==> config.mk <==
export PLATFORM = sky130hd
export DESIGN_NAME = wdt_rst_ctrl
export DESIGN_NICKNAME = d
export VERILOG_FILES = /design/src/rtl/wdt_rst_ctrl.sv
export SDC_FILE = /design/constraint.sdc
export NUM_CORES = 1
export LEC_CHECK = 0
export CORE_MARGIN = 5
export CORE_UTILIZATION = 47
export DETAILED_ROUTE_END_ITERATION = 12
export HOLD_SLACK_MARGIN = 0.12
export PLACE_DENSITY = 0.76
export SLEW_MARGIN = 20
export SYNTH_ARGS = -nofsm -noshare
export SYNTH_HDL_FRONTEND = slang
export SYNTH_SLANG_ARGS = --single-unit
==> constraint.sdc <==
create_clock -name clk -period 1.85 [get_ports clk]
set_input_delay 0.37 -clock clk [delete_from_list [all_inputs] [get_ports clk]]
set_output_delay 0.37 -clock clk [all_outputs]
set_load 0.005 [all_outputs]
==> src/rtl/wdt_rst_ctrl.sv <==
// Watchdog reset controller: stretches power-on and watchdog resets,
// records reset cause and count, and gates the pre-timeout interrupt.
module wdt_rst_ctrl #(
  parameter int unsigned RST_CYCLES = 16,
  parameter int unsigned HOLDOFF    = 4
) (
  input  logic       clk,
  input  logic       rst_,
  input  logic       timeout,
  input  logic       intr,
  input  logic       irq_en,
  input  logic       irq_clr,
  input  logic       cause_clr,
  output logic       sys_rst_,
  output logic       irq,
  output logic       cause_wdt,
  output logic [7:0] rst_count,
  output logic       busy
);

  typedef enum logic [1:0] {
    IDLE,
    HOLD,
    RECOVER
  } state_t;

  localparam logic [7:0] RST_LD = 8'(RST_CYCLES);
  localparam logic [7:0] HO_LD  = 8'(HOLDOFF);

  state_t     state_q, state_d;
  logic [7:0] cnt_q, cnt_d;
  logic       sys_rst_q, sys_rst_d;
  logic       timeout_d, intr_d;
  logic       pending_q, pending_d;
  logic       cause_q, cause_d;
  logic [7:0] count_q, count_d;
  logic       hold_entry;

  always_comb begin
    state_d    = state_q;
    cnt_d      = cnt_q;
    sys_rst_d  = sys_rst_q;
    hold_entry = 1'b0;
    unique case (state_q)
      IDLE: begin
        if (timeout && !timeout_d) begin
          state_d    = HOLD;
          cnt_d      = RST_LD;
          sys_rst_d  = 1'b0;
          hold_entry = 1'b1;
        end
      end
      HOLD: begin
        if (cnt_q == 8'd1) begin
          state_d   = RECOVER;
          cnt_d     = HO_LD;
          sys_rst_d = 1'b1;
        end else begin
          cnt_d = cnt_q - 8'd1;
        end
      end
      RECOVER: begin
        if (cnt_q == 8'd1) begin
          state_d = IDLE;
          cnt_d   = 8'd0;
        end else begin
          cnt_d = cnt_q - 8'd1;
        end
      end
      default: begin
        state_d   = IDLE;
        cnt_d     = 8'd0;
        sys_rst_d = 1'b1;
      end
    endcase
  end

  // Hold entry beats a same-cycle intr edge; a set beats irq_clr.
  always_comb begin
    pending_d = pending_q;
    if (hold_entry) begin
      pending_d = 1'b0;
    end else if (intr && !intr_d && state_q != HOLD) begin
      pending_d = 1'b1;
    end else if (irq_clr) begin
      pending_d = 1'b0;
    end
  end

  always_comb begin
    cause_d = cause_q;
    count_d = count_q;
    if (hold_entry) begin
      cause_d = 1'b1;
      if (cause_clr) begin
        count_d = 8'd1;
      end else if (count_q != 8'hff) begin
        count_d = count_q + 8'd1;
      end
    end else if (cause_clr) begin
      cause_d = 1'b0;
      count_d = 8'd0;
    end
  end

  always_ff @(posedge clk or negedge rst_) begin
    if (!rst_) begin
      state_q   <= HOLD;
      cnt_q     <= RST_LD;
      sys_rst_q <= 1'b0;
      timeout_d <= 1'b0;
      intr_d    <= 1'b0;
      pending_q <= 1'b0;
      cause_q   <= 1'b0;
      count_q   <= 8'd0;
    end else begin
      state_q   <= state_d;
      cnt_q     <= cnt_d;
      sys_rst_q <= sys_rst_d;
      timeout_d <= timeout;
      intr_d    <= intr;
      pending_q <= pending_d;
      cause_q   <= cause_d;
      count_q   <= count_d;
    end
  end

  assign sys_rst_  = sys_rst_q;
  assign busy      = (state_q != IDLE);
  assign irq       = pending_q & irq_en;
  assign cause_wdt = cause_q;
  assign rst_count = count_q;

endmodule

==> flow_summary.toml <==
[timing]
max_slew.worst_pin.slew_ns = 0.491
post-route-min-period_ns = 1.80
grt_setup_unrepaired = "false"
setup_viol = 0
final.period_utilization_pct = 97.1
fmax_mhz = 557
slew_headroom_pct = 66.9
setup-tns-final_ns = 0
timing.final.max_slew_violations = 0
finalHoldViolations = 0
fin_worst_skew_ns = 0.00498

[die]
core_sq_um = 2450
initial_utilization_pct = 49.0
fp.dieH_um = 60.6
ios = 19
floorplan.rows = 18
die_w_um = 60.6
design.die.area_sq_um = 3670

[pwr]
power.static_leakage_uw = 0.000683
power_per_cell_area_nw_per_um2 = 499
fin_total_pwr_uw = 764
max-vdd-ir-drop_mv = 0.368

[synthesis]
yosys_register_bits = 23
yosys.area.top_type_share_pct = 43.7
syn_area_sq_um = 1200
yosysSeqAreaShare_pct = 48.1
syn_area_per_cell_sq_um = 10.1
async_flop_share_pct = 100
synth-edff-count = 0
yosys_warnings = 0
net_count_after_synthesis = 129
synth_cells = 119
dominantRegCellSynth = "sky130_fd_sc_hd__dfrtp_1"
synthDistinctLibCells = 41
synth.most_common_cell = "sky130_fd_sc_hd__dfrtp_1"
synth.largest_area_cell = "sky130_fd_sc_hd__dfrtp_1"
synth.area.top_cells = "sky130_fd_sc_hd__dfrtp_1 44%, sky130_fd_sc_hd__dfstp_2 4.4%, sky130_fd_sc_hd__ha_1 3.1%"
synth_top_cells_by_count = "21 x sky130_fd_sc_hd__dfrtp_1, 9 x sky130_fd_sc_hd__nor2_1, 8 x sky130_fd_sc_hd__nand2_1, 7 x sky130_fd_sc_hd__o21ai_0"

[critical_path]
worstSetupStartpointType = "register"
end_kind = "register"
required_ns = 2.08
worst_path_arrival_ns = 2.03
worstPathCellList = "buf_4 > or4b_4 > or4_1 > a21oi_1"
critPathBufInv = 1
worst_path_dominant_cell_family = "simple AND/OR/NAND/NOR gates"
critPathKind = "reg -> reg"
cpMaxStageDelayCell = "sky130_fd_sc_hd__or4b_4"
timing.critical_path.fanout_max = 7
slowest_delay_ns = 0.53

[final_layout]
layout-area-overhead-vs-synth_pct = 27.4
stdcell_area_sq_um = 1530
post_route_cells_drive_above_1_share_pct = 13.9
final_cell_count_no_fill = 181
nNetsFinal = 162
antenna_cells = 0

[route]
wl_per_cell_um = 14.7
drt-vias-per-instance = 5.91
dr_wl_met3_um = 183
remaining_antenna_violation_count_after_routing = 0
dr.pass1.iters = 4
remaining_drc_errors = 0
routed_wl_um = 2650
dr_iter_0_viols = 27
m1WireLength_um = 1160
met2_wl_um = 1280
vias = 1069
highest-signal-layer = "met4"

[job]
maxCapViolCount = 0

[place]
place.gp.congestion = 0.883
dpl_cell_area_sq_um = 1480
number_of_buffers_inserted_by_port_buffering = 18
place.detailed.instances = 175
post-dp-hpwl_um = 2000

[clock_network]
clockRootBuffer = "sky130_fd_sc_hd__clkbuf_4"
clkTransAtPathRegs_ns = 0.12
cts_tree = "done"
cts_num_sinks = 23
worst_skew_pair_latency_ns = 0.31
htreeDepth = 1
cts-root-to-sink-buffers = 2
total_cts_buffers = 3

[global_route]
antenna_found_initial = 0
track_usage_pct = 16.2
grt_pass1_wl_um = 4490
grt_pass1_vias = 1023
grt_start_max_net_pins = 24
grt_remaining_overflow = 0

[run_status]
run_status = "completed"

[hold_path]
min_delay_path_class = "in -> async"
per-stage QoR:
| stage | hold WS (ns) | worst slack (ns) | util (%) |
|---|---|---|---|
| 2_1_floorplan | 0.0744 | 0.139 | - |
| 3_3_place_gp | 0.471 | -0.182 | 60.3 |
| 3_5_place_dp | 0.496 | -0.203 | 60.3 |
| 4_1_cts | 0.397 | 0.000526 | 62.0 |
| 5_1_grt | 0.399 | 0.00826 | 62.4 |
| 6_report | 0.394 | 0.0545 | 62.4 |
cells by family (layout without fill, tap and decap cells):
kind of cell,count (synthesis),count (layout),synth area share [%]
adders and majority gates,3,3,3.12
buffers and inverters,8,40,3.12
and+or+nand+nor,47,47,22.7
AOI/OAI and AO/OA,31,31,17.7
xor gates and xnor gates,5,5,3.64
muxes,2,2,1.66
DFF,23,23,48.1
placed cells by master, fill, tap and decap left out, drive strengths merged, types with 2 or more instances in the layout:
| cell | Yosys | layout |
|---|---|---|
| a21oi | 5 | 5 |
| a31oi | 3 | 3 |
| a41oi | 2 | 2 |
| and2 | 2 | 2 |
| and3 | 3 | 3 |
| buf | 2 | 12 |
| clkbuf | 0 | 4 |
| clkdlybuf4s50 | 0 | 17 |
| dfrtp | 21 | 21 |
| dfstp | 2 | 2 |
| ha | 3 | 3 |
| inv | 6 | 6 |
| mux2i | 2 | 2 |
| nand2 | 8 | 8 |
| nand2b | 3 | 3 |
| nand3 | 6 | 6 |
| nand3b | 2 | 2 |
| nor2 | 9 | 9 |
| nor3 | 3 | 3 |
| o211ai | 3 | 3 |
| o21ai | 7 | 7 |
| o22a | 2 | 2 |
| or3 | 3 | 3 |
| xor2 | 4 | 4 |
where the power goes:
part           switching [uW]  internal, uW  total (uW)
clock network             141          84.2         225
logic                    15.7          16.3        32.0
registers                1.85           505         507
total                     158           605         764
registers in the layout, indices dropped and copies added, names as in the netlist:
register	flops
cause_wdt	1
state_q	2
pending_q	1
rst_count	8
cnt_q	8
sys_rst_	1
timeout_d	1
intr_d	1
final timing paths:
| path | cells after the start | startpoint | slack (ns) | to |
|---|---|---|---|---|
| max | 4 | state_q[0]$_DFFE_PN1P_ | 0.05 | rst_count[6]$_DFFE_PN0P_ |
| min | 2 | rst_ | 0.39 | rst_count[0]$_DFFE_PN0P_ |
| max reg2reg | 4 | state_q[0]$_DFFE_PN1P_ | 0.05 | rst_count[6]$_DFFE_PN0P_ |
| min reg2reg | 2 | cnt_q[4]$_DFFE_PN1P_ | 0.51 | cnt_q[4]$_DFFE_PN1P_ |
| max in group asynchronous | 2 | rst_ | 1.18 | cnt_q[4]$_DFFE_PN1P_ |
| min in group clk | 2 | cnt_q[4]$_DFFE_PN1P_ | 0.51 | cnt_q[4]$_DFFE_PN1P_ |
per-layer routing:
metal,global-route usage (%),vias up
met5,0,-
met4,3.72,0
met3,4.68,6
met2,27.5,31
met1,20.6,525
li1,-,507
timing repair:
item / in CTS / in global routing
gates cloned: 0 / 0
hold buffers: 0 / 0
gates resized for setup: 2 / 1
setup endpoints to repair: 1 / 2
pin swaps: 1 / 1
buffers inserted: 1 / 1
layout make-up:
type	instances	area [sq um]
fill	215	923
sequential	23	578
timing repair buffer	30	273
clock buffer	4	26.3
inverter	6	22.5
tap	30	37.5
multi-input combinational	88	594
No activity file was read; power rests on OpenSTA's default activity.
